**src/rtl/phase_stream_rx.sv**
```systemverilog
// phase_stream_rx: receiving end of the phase generator driver-board link.
// Synchronises the serial lanes and strobes, deserialises each lane into a
// DEPTH-bit shift register, transfers to parallel drive outputs on latch,
// flags frames of the wrong length and measures the sync period.
module phase_stream_rx #(
    parameter int LANES    = 16,
    parameter int DEPTH    = 8,
    parameter int CNT_W    = 8,
    parameter int PERIOD_W = 16
) (
    input  logic                     i_clk,
    input  logic                     i_rst_n,
    input  logic [LANES-1:0]         i_channel,
    input  logic                     i_data_clk,
    input  logic                     i_latch,
    input  logic                     i_sync,
    input  logic                     i_err_clear,
    output logic [LANES*DEPTH-1:0]   o_outputs,
    output logic                     o_update,
    output logic                     o_frame_err,
    output logic [CNT_W-1:0]         o_bit_count,
    output logic                     o_sync_pulse,
    output logic [PERIOD_W-1:0]      o_period,
    output logic                     o_period_valid
);

    localparam logic [CNT_W-1:0]    DEPTH_CNT  = CNT_W'(DEPTH);
    localparam logic [CNT_W-1:0]    CNT_MAX    = '1;
    localparam logic [PERIOD_W-1:0] PERIOD_MAX = '1;
    localparam logic [PERIOD_W-1:0] PERIOD_ONE = PERIOD_W'(1);

    // Control strobes are bundled as {sync, latch, data_clk}
    logic [2:0]             ctl_s1, ctl_s2, ctl_s3;
    logic [LANES-1:0]       ch_s1, ch_s2, ch_q;
    logic                   shift_ev, latch_ev, sync_ev;

    logic [LANES*DEPTH-1:0] sr, sr_next;
    logic [CNT_W-1:0]       bit_cnt, cnt_next;

    logic [PERIOD_W-1:0]    period_cnt;
    logic                   armed;

    // Two-flop synchronisers, a delay stage for edge detection, and registered
    // edge flags; lane data is captured alongside the data_clk edge flag.
    always_ff @(posedge i_clk) begin
        if (!i_rst_n) begin
            ctl_s1   <= '0;
            ctl_s2   <= '0;
            ctl_s3   <= '0;
            ch_s1    <= '0;
            ch_s2    <= '0;
            ch_q     <= '0;
            shift_ev <= 1'b0;
            latch_ev <= 1'b0;
            sync_ev  <= 1'b0;
        end else begin
            ctl_s1   <= {i_sync, i_latch, i_data_clk};
            ctl_s2   <= ctl_s1;
            ctl_s3   <= ctl_s2;
            ch_s1    <= i_channel;
            ch_s2    <= ch_s1;
            ch_q     <= ch_s2;
            {sync_ev, latch_ev, shift_ev} <= ctl_s2 & ~ctl_s3;
        end
    end

    // Next shift-register contents and bit count; a shift coinciding with a
    // latch is folded in first so the latch sees the new bit and count.
    always_comb begin
        sr_next  = sr;
        cnt_next = bit_cnt;
        if (shift_ev) begin
            for (int l = 0; l < LANES; l++) begin
                sr_next[l*DEPTH +: DEPTH] = {sr[l*DEPTH +: DEPTH-1], ch_q[l]};
            end
            if (bit_cnt != CNT_MAX) begin
                cnt_next = bit_cnt + 1'b1;
            end
        end
    end

    // Shift registers, latch transfer and the sticky frame-length error.
    always_ff @(posedge i_clk) begin
        if (!i_rst_n) begin
            sr          <= '0;
            bit_cnt     <= '0;
            o_outputs   <= '0;
            o_update    <= 1'b0;
            o_bit_count <= '0;
            o_frame_err <= 1'b0;
        end else begin
            sr       <= sr_next;
            o_update <= latch_ev;
            if (latch_ev) begin
                o_outputs   <= sr_next;
                o_bit_count <= cnt_next;
                bit_cnt     <= '0;
            end else begin
                bit_cnt     <= cnt_next;
            end
            if (latch_ev && (cnt_next != DEPTH_CNT)) begin
                o_frame_err <= 1'b1;
            end else if (i_err_clear) begin
                o_frame_err <= 1'b0;
            end
        end
    end

    // Sync period measurement; the first edge after reset only arms the counter.
    always_ff @(posedge i_clk) begin
        if (!i_rst_n) begin
            period_cnt     <= '0;
            armed          <= 1'b0;
            o_sync_pulse   <= 1'b0;
            o_period       <= '0;
            o_period_valid <= 1'b0;
        end else begin
            o_sync_pulse <= sync_ev;
            if (sync_ev) begin
                period_cnt <= PERIOD_ONE;
                armed      <= 1'b1;
                if (armed) begin
                    o_period       <= period_cnt;
                    o_period_valid <= 1'b1;
                end
            end else if (period_cnt != PERIOD_MAX) begin
                period_cnt <= period_cnt + 1'b1;
            end
        end
    end

endmodule

```
**config.mk**
```make
export PLATFORM = sky130hd
export DESIGN_NAME = phase_stream_rx
export DESIGN_NICKNAME = d
export VERILOG_FILES = /design/src/rtl/phase_stream_rx.sv
export SDC_FILE = /design/constraint.sdc
export NUM_CORES = 1
export LEC_CHECK = 0
export ABC_AREA = 1
export CAP_MARGIN = 15
export CORE_AREA = 2 2 165 200
export DETAILED_ROUTE_END_ITERATION = 6
export DIE_AREA = 0 0 167 202
export HOLD_SLACK_MARGIN = 0.15
export SLEW_MARGIN = 10
export SYNTH_ARGS = -nofsm -noshare
export SYNTH_HDL_FRONTEND = slang
export SYNTH_SLANG_ARGS = --single-unit
```
**constraint.sdc**
```tcl
create_clock -name i_clk -period 2.3 [get_ports i_clk]
set_input_delay 0.575 -clock i_clk [delete_from_list [all_inputs] [get_ports i_clk]]
set_output_delay 0.575 -clock i_clk [all_outputs]
set_load 0.005 [all_outputs]
```
==> results of run 1 <==
[layer usage]
metal / routed length (µm) / GRT usage [%]
met1: 11800 / 19.5
met2: 11900 / 25.8
met3: 1480 / 3.86
met4: 487 / 4.09
met5: 0 / 0
[power by group through the flow]
stage / registers (mW) / logic (mW) / clock network, mW
6_report: 6.46 / 0.321 / 6.19
5_1_grt: 6.47 / 0.358 / 6.67
4_1_cts: 6.46 / 0.330 / 6.40
3_5_place_dp: 6.61 / 0.329 / 0
3_3_place_gp: 6.61 / 0.327 / 0
2_1_floorplan: 6.60 / 0.211 / 0
[per-stage QoR]
step	util, %	hold slack [ps]	cell area [µm²]	instances	setup slack [ps]
3_3_place_gp	45.3	364	14400	1849	591
5_1_grt	49.3	386	15700	1915	241
6_report	49.3	371	15700	1915	293
2_1_floorplan	-	368	12300	1321	829
4_1_cts	49.3	376	15700	1915	265
3_5_place_dp	45.3	365	14400	1849	582
[cells in the mapped netlist]
cell       number  area (µm²)
o2111ai_1       1        8.76
nor2_2          1        6.26
clkinv_1        2        7.51
mux2i_1       126        1260
a21oi_2         2        17.5
nand3_2         1        10.0
o21ai_0       162         811
o21ai_2         1        8.76
nor3_2          2        20.0
nand4_1         5        31.3
buf_4          14         105
inv_1          97         364
o21ai_1         3        15.0
nor3_1          3        15.0
dfxtp_1       369        7390
nand2_1       245         920
nor2_1        158         593
and2_1          1        6.26
nand2_2        11        68.8
a22o_1          1        8.76
ha_1            2        25.0
clkinv_2        1        5.00
nand3b_1        2        15.0
buf_2          19        95.1
a31oi_1         1        6.26
clkbuf_1       35         131
buf_6           2        22.5
nand2_4         1        11.3
nand3_1        20         100
a21o_1          1        7.51
buf_1           3        11.3
inv_2           4        15.0
nor2_4          4        45.0
a21oi_1        21         105
[flip-flops by register name, indices dropped and copies added (netlist names), 16 cells and up]
name	cells
sr	128
ch_s2	16
ch_q	16
o_period	16
o_outputs	128
ch_s1	16
period_cnt	16
[area by class of cell]
type | count | share of cell area (%)
Multi-Input combinational cell | 775 | 26.3
Sequential cell | 369 | 47.1
Clock inverter | 11 | 0.917
Clock buffer | 55 | 7.29
Tap cell | 407 | 3.25
Inverter | 104 | 2.51
Timing Repair Buffer | 194 | 12.6
[how the worst min path moves through the flow]
stage | from | endpoint | cells past startpoint
2_1_floorplan | ctl_s3[1] | latch_ev | 1
6_report | ctl_s3[0] | shift_ev | 1
3_5_place_dp | ctl_s3[0] | shift_ev | 1
3_3_place_gp | ctl_s3[0] | shift_ev | 1
5_1_grt | ctl_s3[0] | shift_ev | 1
4_1_cts | ctl_s3[0] | shift_ev | 1
[cell usage in the layout, fill, tap and decap left out, drive strengths merged, types with 2 or more instances in the layout]
master           n
a21oi           23
buf             18
bufinv           3
clkbuf          55
clkdlybuf4s50  176
clkinv           7
dfxtp          369
ha               2
inv            104
mux2i          126
nand2          257
nand3           21
nand3b           2
nand4            5
nor2           163
nor3             5
o21ai          166
[cells by family after synthesis]
logic type / Yosys count
AO/OA/AOI/OAI: 193
adder cells (fa/ha/maj): 2
buffers and inverters: 177
flip-flops: 369
multiplexers: 126
AND/OR/NAND/NOR: 454
==> out/results.txt, run 1 <==
Run status -> completed
Post-synthesis sequential area ratio -> 60.3%
# port buffers -> 177
Critical Path Sink Type -> output pin
Clock tree buffer depth -> 3
DP Wirelength -> 16.9 mm
Worst path bufs/invs -> 1
CP Max Fanout -> 2
Fillers -> 3,013
Path type of the worst setup path -> reg2out
RSZ-0062 raised after global routing -> no
Minimum clock period -> 2010 ps
Vias in the first global route -> 8,736
Vias/cell -> 4.55
Syn Nets -> 1,345
Reg2Reg Capture Point -> period_cnt[7]
Post-Synth XOR/XNOR Area -> 0%
Post-synthesis mux area share -> 10.3%
WL/cell -> 13.4 µm
Yosys reg bits -> 369
Clock root buffer master -> clkbuf_16
Die Height -> 202 µm
MaxCap Viol Count -> 0
Clock Latency Late Sink -> 510 ps
Critical Path Stages -> 1
Core area -> 0.0318 mm²
Syn-to-layout area delta -> 28.0%
CP arrival -> 1430 ps
VDD IR-drop max -> 478 µV
CTS Hold Bufs -> 0
Mapped cell area -> 0.0123 mm²
Max Fclk -> 0.498 GHz
Required @ worst endpoint -> 1730 ps
Initial antenna violation count -> 0
Worst Skew -> 11.2 ps
Yosys warnings -> 0
Sequence of cells on the critical path -> clkdlybuf4s50_1
Rel. slew slack -> 48.2%
Synth Area in Adders -> 0.204%
Worst path top cell family by delay -> buffers and inverters
Sequential power share -> 49.8%
Pwr dens -> 827 mW/mm²
CTS H-tree depth -> 2
Gr usage total -> 15.3%
Final slew viol count -> 0
Worst Tran Pin Value -> 777 ps
Worst Setup EP -> o_outputs[115]
Share of cells above drive strength 1 -> 7.36%
Die Span X -> 167 µm
P_sw -> 2.63 mW
Clk slew on worst S/H paths -> 60 ps
Combinational share of power -> 2.5%
CTS tree -> yes
Sink Count -> 369
R2R depth -> 10
Cts repair resizes -> 0
Routability Congestion -> 0.754
Synth Instances -> 1,321
CP max stage delay -> 540 ps
Cts bufs inserted -> 37
Final Hold Fails -> 0
R2r setup slk -> 610 ps
Multi-input logic area -> 0.00413 mm²
Starting DRT DRC Count -> 527
Synth Area in Simple Gates -> 15.0%
Num ports -> 178
DRC viols -> 0
Tcrit/Tclk final -> 87.3%
Synth Area in Compound Gates -> 8.06%
Router iterations before antenna repair -> 4
Unique masters post-synth -> 34
Slowest cell on crit path -> clkdlybuf4s50_1
First-pass GRT wire length -> 43.2 mm
Postcts setup bufs -> 0
Switch share -> 20.3%
Power, Total -> 13.0 mW
Die area -> 0.0337 mm²
Largest net degree at the start of global routing -> 103
Final ANT Viol Nets -> 0
Ant. Diodes -> 0
Routed Wire Length -> 25.7 mm
Total number of vias -> 8,706
Leakage -> 6.14 nW
Fin Setup TNS -> 0 ps
# setup viols final -> 0
Pint -> 10.3 mW
FF-to-FF Start -> period_cnt[0]
Setup crit start kind -> register
Row cnt -> 72
Post-Syn Area per Cell -> 9.28 µm²
Worst Setup SP -> o_outputs[115]
Nets -> 1,505
Main combinational cell family by area after synthesis -> simple AND/OR/NAND/NOR gates
GRT overflow -> 0
Hold Crit Class -> reg2reg
Clk pwr share -> 47.7%
FF/Latch Area -> 0.00739 mm²
Initial Util -> 38.6%
No activity file was read; power rests on OpenSTA's default activity.
==> inputs of run 2 (changes only) <==
--- a/config.mk
+++ b/config.mk
@@ -11,7 +11,7 @@
 export DETAILED_ROUTE_END_ITERATION = 6
 export DIE_AREA = 0 0 167 202
 export HOLD_SLACK_MARGIN = 0.15
-export SLEW_MARGIN = 10
+export SLEW_MARGIN = 0
 export SYNTH_ARGS = -nofsm -noshare
 export SYNTH_HDL_FRONTEND = slang
 export SYNTH_SLANG_ARGS = --single-unit
==> results of run 2 <==
Same layout as run 1: the final DEF is identical, and so are final timing and power.
==> inputs of run 3 (changes only) <==
--- a/config.mk
+++ b/config.mk
@@ -7,9 +7,9 @@
 export LEC_CHECK = 0
 export ABC_AREA = 1
 export CAP_MARGIN = 15
-export CORE_AREA = 2 2 165 200
+export CORE_AREA = 2 2 161 195
 export DETAILED_ROUTE_END_ITERATION = 6
-export DIE_AREA = 0 0 167 202
+export DIE_AREA = 0 0 163 197
 export HOLD_SLACK_MARGIN = 0.15
 export SLEW_MARGIN = 0
 export SYNTH_ARGS = -nofsm -noshare
==> out/results.txt, run 3 (synthesis gave the netlist of run 1 again) <==
Run status -> completed
Clock root buffer master -> clkbuf_16
Top Registers -> o_outputs x128, sr x128
Die area -> 0.0321 mm² (-4.8%)
Total number of vias -> 8,802 (+1.1%)
CTS Hold Bufs -> 0 (unchanged)
Sink Count -> 369 (unchanged)
Die Height -> 197 µm (-2.5%)
Setup crit start kind -> register
Row cnt -> 70 (-2.8%)
Min Hold Slack -> 372 ps (+1.34 ps)
Worst path top cell family by delay -> buffers and inverters
Leakage -> 6.08 nW (-0.98%)
Die Span X -> 163 µm (-2.4%)
Sequence of cells on the critical path -> clkdlybuf4s50_1
Core area -> 0.0302 mm² (-5.0%)
Most frequent cells in the layout -> 368 x dfxtp_1, 245 x nand2_1, 176 x clkdlybuf4s50_1
DP Wirelength -> 16.4 mm (-3.1%)
Clock tree buffer depth -> 3 (unchanged)
Num ports -> 178 (unchanged)
Gr usage total -> 15.6% (+0.24 points)
Slowest cell on crit path -> clkdlybuf4s50_1
Routed Wire Length -> 25.2 mm (-2.0%)
Share of cells above drive strength 1 -> 6.65% (-0.71 points)
Switch share -> 20.8% (+0.47 points)
Required @ worst endpoint -> 1730 ps (about the same)
Starting DRT DRC Count -> 397 (-25%)
Postcts setup bufs -> 0 (unchanged)
Final slew viol count -> 0 (unchanged)
Cts repair resizes -> 0 (unchanged)
Dpl cells -> 1,834 (-0.81%)
Worst Tran Pin Value -> 721 ps (-55.7 ps)
MaxCap Viol Count -> 0 (unchanged)
Clock Latency Late Sink -> 510 ps (about the same)
Final Hold Fails -> 0 (unchanged)
Final Non-Filler Cells -> 1,903 (-0.63%)
Clk pwr share -> 46.3% (-1.4 points)
Fillers -> 2,846 (-5.5%)
Tcrit/Tclk final -> 86.1% (-1.1 points)
GRT overflow -> 0 (unchanged)
CTS H-tree depth -> 2 (unchanged)
Worst Skew -> 25.1 ps (+13.9 ps)
Path type of the worst setup path -> reg2out
Initial antenna violation count -> 5 (+5)
Syn-to-layout area delta -> 27.1%
Vias/cell -> 4.63 (+1.7%)
Worst path bufs/invs -> 1 (unchanged)
Nets -> 1,502 (-0.20%)
Initial Util -> 40.6% (+2.0 points)
Clk slew on worst S/H paths -> 60 ps (about the same)
Minimum clock period -> 1980 ps (-25.8 ps)
Max Fclk -> 0.505 GHz (+1.3%)
Final ANT Viol Nets -> 0 (unchanged)
CP Max Fanout -> 2 (unchanged)
Critical Path Sink Type -> output pin
WL/cell -> 13.2 µm (-1.4%)
Rel. slew slack -> 51.9% (+3.8 points)
Hold Crit Class -> reg2reg
# port buffers -> 177 (unchanged)
Pwr dens -> 810 mW/mm² (-2.1%)
Pint -> 10.0 mW (-3.3%)
DRC viols -> 0 (unchanged)
# setup viols final -> 0 (unchanged)
Router iterations before antenna repair -> 6 (+2)
Combinational share of power -> 2.5% (about the same)
Largest net degree at the start of global routing -> 89 (-14%)
Vias in the first global route -> 8,588 (-1.7%)
P_sw -> 2.62 mW (-0.51%)
Fin Setup TNS -> 0 ps (unchanged)
Setup WS post-layout -> 319 ps (+25.8 ps)
Dpl ws -> 595 ps (+13.0 ps)
Sequential power share -> 51.2% (+1.4 points)
Routability Congestion -> 0.799 (+6.0%)
CP max stage delay -> 520 ps (-20 ps)
CP arrival -> 1410 ps (-20 ps)
CTS tree -> yes
First-pass GRT wire length -> 41.5 mm (-4.1%)
Cts bufs inserted -> 38 (+2.7%)
Most common cell after layout, fill and taps aside -> dfxtp_1
VDD IR-drop max -> 592 µV (+24%)
RSZ-0062 raised after global routing -> no
Power, Total -> 12.6 mW (-2.8%)
run 3: worst paths after layout:
| path | startpoint | to | slack (ps) | cells past startpoint |
|---|---|---|---|---|
| min | ctl_s3[1] | latch_ev | 370 | 1 |
| min reg2reg | ctl_s3[1] | latch_ev | 370 | 1 |
| max | o_outputs[18] | o_outputs[18] | 320 | 1 |
| max reg2reg | period_cnt[0] | period_cnt[5] | 610 | 9 |
run 3: metal layers:
metal  GRT usage [%]  part of all wire, %
met2            25.5                   45
met4            4.49                  2.2
met5               0                 0.11
met1            20.1                   47
met3            4.21                  5.8
run 3: final cells by class:
class	count	area [µm²]	share of cell area [%]
flip-flops and latches	369	7390	47.4
inverters	104	394	2.53
clock buffers	53	1060	6.78
diodes	3	7.51	0.0482
multi-input cells	775	4130	26.5
well taps	396	495	3.18
repair buffers	190	1980	12.7
clock inverters	13	133	0.851
run 3: power groups by stage:
| stage | Clock [mW] | Sequential, mW | Combinational (mW) |
|---|---|---|---|
| final | 5.84 | 6.46 | 0.318 |
| after global routing | 6.28 | 6.47 | 0.353 |
| after CTS | 6.03 | 6.46 | 0.323 |
| after detailed placement | 0 | 6.61 | 0.323 |
| after global placement | 0 | 6.61 | 0.323 |
| after floorplan | 0 | 6.60 | 0.211 |
run 3: per-stage QoR:
stage | util [%] | instance area (µm²)
after floorplan | - | 12300
after global placement | 47.6 | 14400
after detailed placement | 47.6 | 14400
after CTS | 51.6 | 15600
after global routing | 51.6 | 15600
final | 51.6 | 15600
